**src/rtl/pool_window_feeder_pkg.sv**
```systemverilog
// Shared sizes, pad value and column-bus layout helper for the pool window feeder.
// Every file of the feeder imports this package.
package pool_window_feeder_pkg;

    localparam int unsigned FEATURE_WIDTH = 16;
    localparam int unsigned MAXPOOL_SIZE  = 5;
    localparam int unsigned PE_ARRAY_SIZE = 8;

    localparam logic [FEATURE_WIDTH-1:0] PAD_VALUE = 16'h8000;

    localparam int unsigned ROW_WIDTH = FEATURE_WIDTH * PE_ARRAY_SIZE;
    localparam int unsigned COL_WIDTH = ROW_WIDTH * MAXPOOL_SIZE;
    localparam int unsigned CNT_WIDTH = $clog2(MAXPOOL_SIZE);

    typedef logic [CNT_WIDTH-1:0] cnt_t;

    localparam cnt_t LAST_IDX = cnt_t'(MAXPOOL_SIZE - 1);

    // Bit offset of (lane, row) inside a column word: rows of one lane are contiguous.
    function automatic int unsigned col_offset(input int unsigned lane, input int unsigned row);
        return (lane * MAXPOOL_SIZE + row) * FEATURE_WIDTH;
    endfunction

endpackage

```
**src/rtl/pool_column_gather.sv**
```systemverilog
// Collects row beats into one column word, pads missing rows and detects column close.
// A closed column that cannot be handed over immediately is held here as pending.
module pool_column_gather
    import pool_window_feeder_pkg::*;
(
    input  logic                 clk,
    input  logic                 rst,
    input  logic                 beat_valid,
    output logic                 beat_ready,
    input  logic [ROW_WIDTH-1:0] beat_data,
    input  logic                 beat_last,
    input  logic                 beat_frame_end,
    input  logic                 col_take,
    output logic                 col_avail,
    output logic [COL_WIDTH-1:0] col_data,
    output logic                 col_frame_end
);

    logic [COL_WIDTH-1:0] hold_q;
    logic [COL_WIDTH-1:0] col_next;
    cnt_t                 row_cnt_q;
    logic                 pending_q;
    logic                 pend_fe_q;
    logic                 accept;
    logic                 close;

    assign beat_ready = !pending_q;
    assign accept     = beat_valid && beat_ready;
    assign close      = accept && (row_cnt_q == LAST_IDX || beat_last || beat_frame_end);

    // Rows above the current slot read as pad; they are overwritten by later beats
    // unless the column closes first, so the same word serves both cases.
    always_comb begin
        col_next = hold_q;
        for (int l = 0; l < int'(PE_ARRAY_SIZE); l++) begin
            for (int r = 0; r < int'(MAXPOOL_SIZE); r++) begin
                if (cnt_t'(r) == row_cnt_q) begin
                    col_next[col_offset(l, r) +: FEATURE_WIDTH] =
                        beat_data[l*FEATURE_WIDTH +: FEATURE_WIDTH];
                end else if (cnt_t'(r) > row_cnt_q) begin
                    col_next[col_offset(l, r) +: FEATURE_WIDTH] = PAD_VALUE;
                end
            end
        end
    end

    assign col_avail     = pending_q || close;
    assign col_data      = pending_q ? hold_q : col_next;
    assign col_frame_end = pending_q ? pend_fe_q : beat_frame_end;

    always_ff @(posedge clk) begin
        if (rst) begin
            hold_q    <= '0;
            row_cnt_q <= '0;
            pending_q <= 1'b0;
            pend_fe_q <= 1'b0;
        end else if (accept) begin
            hold_q    <= col_next;
            row_cnt_q <= close ? '0 : row_cnt_q + cnt_t'(1);
            if (close && !col_take) begin
                pending_q <= 1'b1;
                pend_fe_q <= beat_frame_end;
            end
        end else if (pending_q && col_take) begin
            pending_q <= 1'b0;
        end
    end

endmodule

```
**src/rtl/pool_window_feeder.sv**
```systemverilog
// Column-bus feeder for the max-pool array: output register, valid/ready handshake
// and the window column counter that drives pulse.
module pool_window_feeder
    import pool_window_feeder_pkg::*;
(
    input  logic                 DSP_clk,
    input  logic                 rst,
    input  logic                 in_valid,
    output logic                 in_ready,
    input  logic [ROW_WIDTH-1:0] in_data,
    input  logic                 in_last,
    input  logic                 in_frame_end,
    output logic                 out_valid,
    input  logic                 out_ready,
    output logic [COL_WIDTH-1:0] out_feature,
    output logic                 pulse,
    output logic                 out_frame_end
);

    logic                 take;
    logic                 handshake;
    logic                 col_avail;
    logic [COL_WIDTH-1:0] col_data;
    logic                 col_frame_end;
    cnt_t                 col_cnt_q;
    cnt_t                 col_cnt_d;

    assign handshake = out_valid && out_ready;
    assign take      = !out_valid || out_ready;

    pool_column_gather u_gather (
        .clk           (DSP_clk),
        .rst           (rst),
        .beat_valid    (in_valid),
        .beat_ready    (in_ready),
        .beat_data     (in_data),
        .beat_last     (in_last),
        .beat_frame_end(in_frame_end),
        .col_take      (take),
        .col_avail     (col_avail),
        .col_data      (col_data),
        .col_frame_end (col_frame_end)
    );

    // col_d is the window position of whatever column sits in the register next cycle.
    always_comb begin
        col_cnt_d = col_cnt_q;
        if (handshake) begin
            if (out_frame_end || col_cnt_q == LAST_IDX) begin
                col_cnt_d = '0;
            end else begin
                col_cnt_d = col_cnt_q + cnt_t'(1);
            end
        end
    end

    always_ff @(posedge DSP_clk) begin
        if (rst) begin
            out_valid     <= 1'b0;
            out_feature   <= '0;
            pulse         <= 1'b0;
            out_frame_end <= 1'b0;
            col_cnt_q     <= '0;
        end else begin
            col_cnt_q <= col_cnt_d;
            if (take) begin
                if (col_avail) begin
                    out_valid     <= 1'b1;
                    out_feature   <= col_data;
                    pulse         <= (col_cnt_d == '0);
                    out_frame_end <= col_frame_end;
                end else begin
                    out_valid     <= 1'b0;
                    pulse         <= 1'b0;
                    out_frame_end <= 1'b0;
                end
            end
        end
    end

endmodule

```
**config.mk**
```make
export PLATFORM = sky130hd
export DESIGN_NAME = pool_window_feeder
export DESIGN_NICKNAME = d
export VERILOG_FILES = /design/src/rtl/pool_window_feeder_pkg.sv /design/src/rtl/pool_column_gather.sv /design/src/rtl/pool_window_feeder.sv
export SDC_FILE = /design/constraint.sdc
export NUM_CORES = 2
export LEC_CHECK = 0
export CORE_ASPECT_RATIO = 1.25
export CORE_MARGIN = 10
export CORE_UTILIZATION = 49
export DETAILED_ROUTE_END_ITERATION = 10
export GPL_TIMING_DRIVEN = 0
export PLACE_DENSITY = 0.76
export SLEW_MARGIN = 20
export SYNTH_ARGS = -nofsm -noshare
export SYNTH_HDL_FRONTEND = slang
export SYNTH_SLANG_ARGS = --single-unit
export TNS_END_PERCENT = 10
```
**constraint.sdc**
```tcl
create_clock -name DSP_clk -period 2.35 [get_ports DSP_clk]
set_clock_uncertainty 0.1 [all_clocks]
set_input_delay 0.47 -clock DSP_clk [delete_from_list [all_inputs] [get_ports DSP_clk]]
set_output_delay 0.47 -clock DSP_clk [all_outputs]
set_load 0.01 [all_outputs]
```
==> results.tsv <==
stage	metric	value	unit
run	max_cap viols	0	
detailed_routing	DR vias	54100	
setup_path	worst path buffer plus inverter count	5	
cells_and_area	Syn-to-layout area delta	33.4	%
pwr	switching power	0.0147	W
logic_synthesis	Main synth FF type	dfxtp_1	
setup_path	CP arrival	3.07	ns
logic_synthesis	Ys Warns	0	
setup_path	CP Class	reg -> reg	
setup_path	Req. time, crit path	2.87	ns
cells_and_area	share of layout cells above drive strength 1	0.162	
setup_path	CP top delay family	compound AO/OA/AOI/OAI gates	
pwr	switching share of power	0.275	
logic_synthesis	Synth Net Count	6093	
grt	vias in the first global route	50000	
timing	minimum clock period	2.55	ns
detailed_routing	remaining antenna violation count after routing	0	
clocking	CTS root buffer	clkbuf_16	
placement	Cells after DPL	7954	
floorplanning	effective utilization at floorplan	0.492	
setup_path	Reg2Reg Setup Slack	-0.20	ns
pwr	Comb pwr share	0.154	
grt	largest net degree at the start of global routing	17	
placement	pre-CTS setup slack	-1.34	ns
logic_synthesis	post-synthesis async set-or-reset flop share	0	
clocking	CTS tree	yes	
placement	gp weighted congestion	0.944	
grt	Global Route Usage Sum	0.358	
clocking	worst skew pair latency	0.77	ns
logic_synthesis	sequential area share after synthesis	0.501	
pwr	worst vdd ir	790	µV
worst_hold_path	HP Class	in -> reg	
pwr	Leakage	22.8	nW
logic_synthesis	Yosys top cell by area	dfxtp_1	
pwr	power density cells	777	nW/µm²
clocking	H-tree depth	4	
setup_path	Critical Path Start Type	flop	
logic_synthesis	post-synth cell types	45	
placement	placed instance area	59800	µm²
logic_synthesis	Synth top area share	0.501	
setup_path	crit path max-delay cell type	dfxtp_4	
grt	grt ovf	0	
logic_synthesis	Post-synth EDFFs	0	
logic_synthesis	syn avg cell area	8.66	µm²
timing	Worst Setup Slack, final	-0.197	ns
cells_and_area	Non-Filler Instances	8255	
logic_synthesis	largest cells by area after synthesis	dfxtp_1 50%, a22oi_1 10%, a21oi_1 8.7%	
floorplanning	I/O pins	778	
detailed_routing	Initial DRT Pass Iterations	8	
floorplanning	Core Rows	133	
timing	Slew HR	0.158	
pwr	Reg power frac	0.444	
floorplanning	core area	105000	µm²
timing	Final Hold Vio Count	0	
pwr	Int Pwr	0.0388	W
clocking	CTS buffer count	130	
grt	first-pass GRT wire length	322000	µm
grt	initial antenna violation count	17	
logic_synthesis	Syn Std Cell Area	51600	µm²
floorplanning	Die ar.	119000	µm²
timing	final worst-path cycle share	1.08	
detailed_routing	Routed wire per std cell	27.9	µm
timing	Peak Freq	393	MHz
setup_path	Cell Chain, Critical Path	buf_6 > clkinvlp_4 > ha_4 > a211o_4 > a21o_4 > buf_12 > buf_8 > buf_4 > a21oi_1 > a311oi_2	
floorplanning	die height	383	µm
pwr	Final Power	0.0534	W
logic_synthesis	post-synthesis instance total	5954	
cells_and_area	FF+latch area	25900	µm²
setup_path	CP peak stage delay	0.36	ns
placement	DP Wirelength	158000	µm
cells_and_area	design area	68800	µm²
timing	RSZ-0062 raised after global routing	yes	
pwr	clock network power share	0.402	
floorplanning	DIE WIDTH	310	µm
detailed_routing	# DRC	0	
clocking	# clock sinks	1291	
timing	Final Max Slew Viols	0	
setup_path	crit end category	flop	
timing	Finish-stage setup viols	900	
outcome	failing checks	negative setup slack	
detailed_routing	DR iter-0 viols	7254	
logic_synthesis	Yosys reg bits	1291	
clocking	clk slew on worst S/H paths	0.06	ns
detailed_routing	Via density	6.55	
detailed_routing	drt total wl	230000	µm
cells_and_area	Fillers	8483	
timing	Post-Route Setup TNS	-75.98	ns
timing	Slew @ Worst Pin	1.26	ns
cells_and_area	Multi-input gate area	24300	µm²
outcome	outcome	finished with violations	
clocking	maximum buffer depth of the clock tree	3	
placement	port bufs	648	
cells_and_area	NumNets Final	6935	
setup_path	CP Max Fanout	10	
metrics by stage:
step                       util  hold WS [ns]
after floorplan               -         0.337
after global placement    0.570         0.342
final                     0.656        0.0502
after CTS                 0.633       0.00184
after detailed placement  0.570         0.347
after global routing      0.656        0.0501
cell usage after synthesis, types with 10 or more instances:
| cell type | n |
|---|---|
| nor2_1 | 414 |
| nand2b_1 | 28 |
| o21ai_0 | 44 |
| nand3_1 | 484 |
| nand2_1 | 501 |
| a311oi_1 | 240 |
| buf_2 | 245 |
| buf_4 | 29 |
| a22oi_1 | 721 |
| o2111ai_1 | 40 |
| buf_1 | 20 |
| a211oi_1 | 372 |
| clkbuf_1 | 511 |
| dfxtp_1 | 1291 |
| buf_6 | 17 |
| nor3_1 | 27 |
| nor2b_1 | 10 |
| o22ai_1 | 16 |
| a21oi_1 | 892 |
layer usage:
metal / track usage / up-vias / share of wire
met5: 0 / - / 0.00027
met4: 0.272 / 10 / 0.088
met3: 0.113 / 934 / 0.12
met2: 0.541 / 3718 / 0.43
met1: 0.418 / 25800 / 0.36
li1: - / 23700 / -
cell families after synthesis:
kind of cell | after synthesis | synth area share
AO/OA/AOI/OAI | 2339 | 0.302
adder cells (fa/ha/maj) | 5 | 0.00121
buffers and inverters | 829 | 0.0709
flip-flops | 1291 | 0.501
AND/OR/NAND/NOR | 1490 | 0.125
layout make-up:
type | count | area share
Inverter | 7 | 0.000491
Multi-Input combinational cell | 3834 | 0.353
Clock inverter | 40 | 0.00720
Antenna cell | 18 | 0.000655
Timing Repair Buffer | 712 | 0.108
Clock buffer | 183 | 0.0558
Tap cell | 1350 | 0.0246
Sequential cell | 1291 | 0.376
Buffer | 820 | 0.0738
power by group through the flow:
stage	clock network [W]	logic (W)	registers, W
6_report	0.0215	0.00822	0.0237
5_1_grt	0.0223	0.00860	0.0238
4_1_cts	0.0215	0.00744	0.0236
3_5_place_dp	0	0.00705	0.0241
3_3_place_gp	0	0.00694	0.0241
2_1_floorplan	0	0.00318	0.0243
state kept, by name, indices dropped and copies added (netlist names):
signal and count:
u_gather.pend_fe_q 1, out_feature 640, out_valid 1, u_gather.pending_q 1
u_gather.row_cnt_q 3, col_cnt_q 3, pulse 1, u_gather.hold_q 640
out_frame_end 1
cells in the final DEF (no fill, tap or decap), types with 135 or more instances in the layout:
cell type           n
a21oi_1           763
nor2_1            413
nand3_1           484
dfxtp_1          1282
nand2_1           497
clkdlybuf4s50_1   576
a22oi_1           673
a211oi_1          253
clkbuf_1          416
clkbuf_16         160
buf_2             135
a311oi_1          135
worst reg2reg max path, cell delays in order, from the launching register on:
cell and delay [ns]:
dfxtp_4 0.36, buf_6 0.11, clkinvlp_4 0.16, ha_4 0.22
a211o_4 0.36, a21o_4 0.24, buf_12 0.18, buf_8 0.18
buf_4 0.20, a21oi_1 0.24, a311oi_2 0.08
worst paths after layout:
check | from | to | cells past startpoint
setup / recovery | u_gather.row_cnt_q[1] | out_feature[381] | 10
hold / removal | in_data[15] | u_gather.hold_q[79] | 3
setup reg to reg | u_gather.row_cnt_q[1] | out_feature[381] | 10
hold reg to reg | u_gather.hold_q[97] | u_gather.hold_q[97] | 2
timing repair:
| item | in CTS | in global routing |
|---|---|---|
| gates resized for setup | 553 | 536 |
| endpoints found under the setup margin | 1321 | 1235 |
| buffers inserted | 26 | 6 |
| gates cloned | 9 | 19 |
| pin swaps | 112 | 43 |
| hold endpoints to repair | 3 | 0 |
| hold buffers | 3 | 0 |
(Power assumes the default switching activity.)
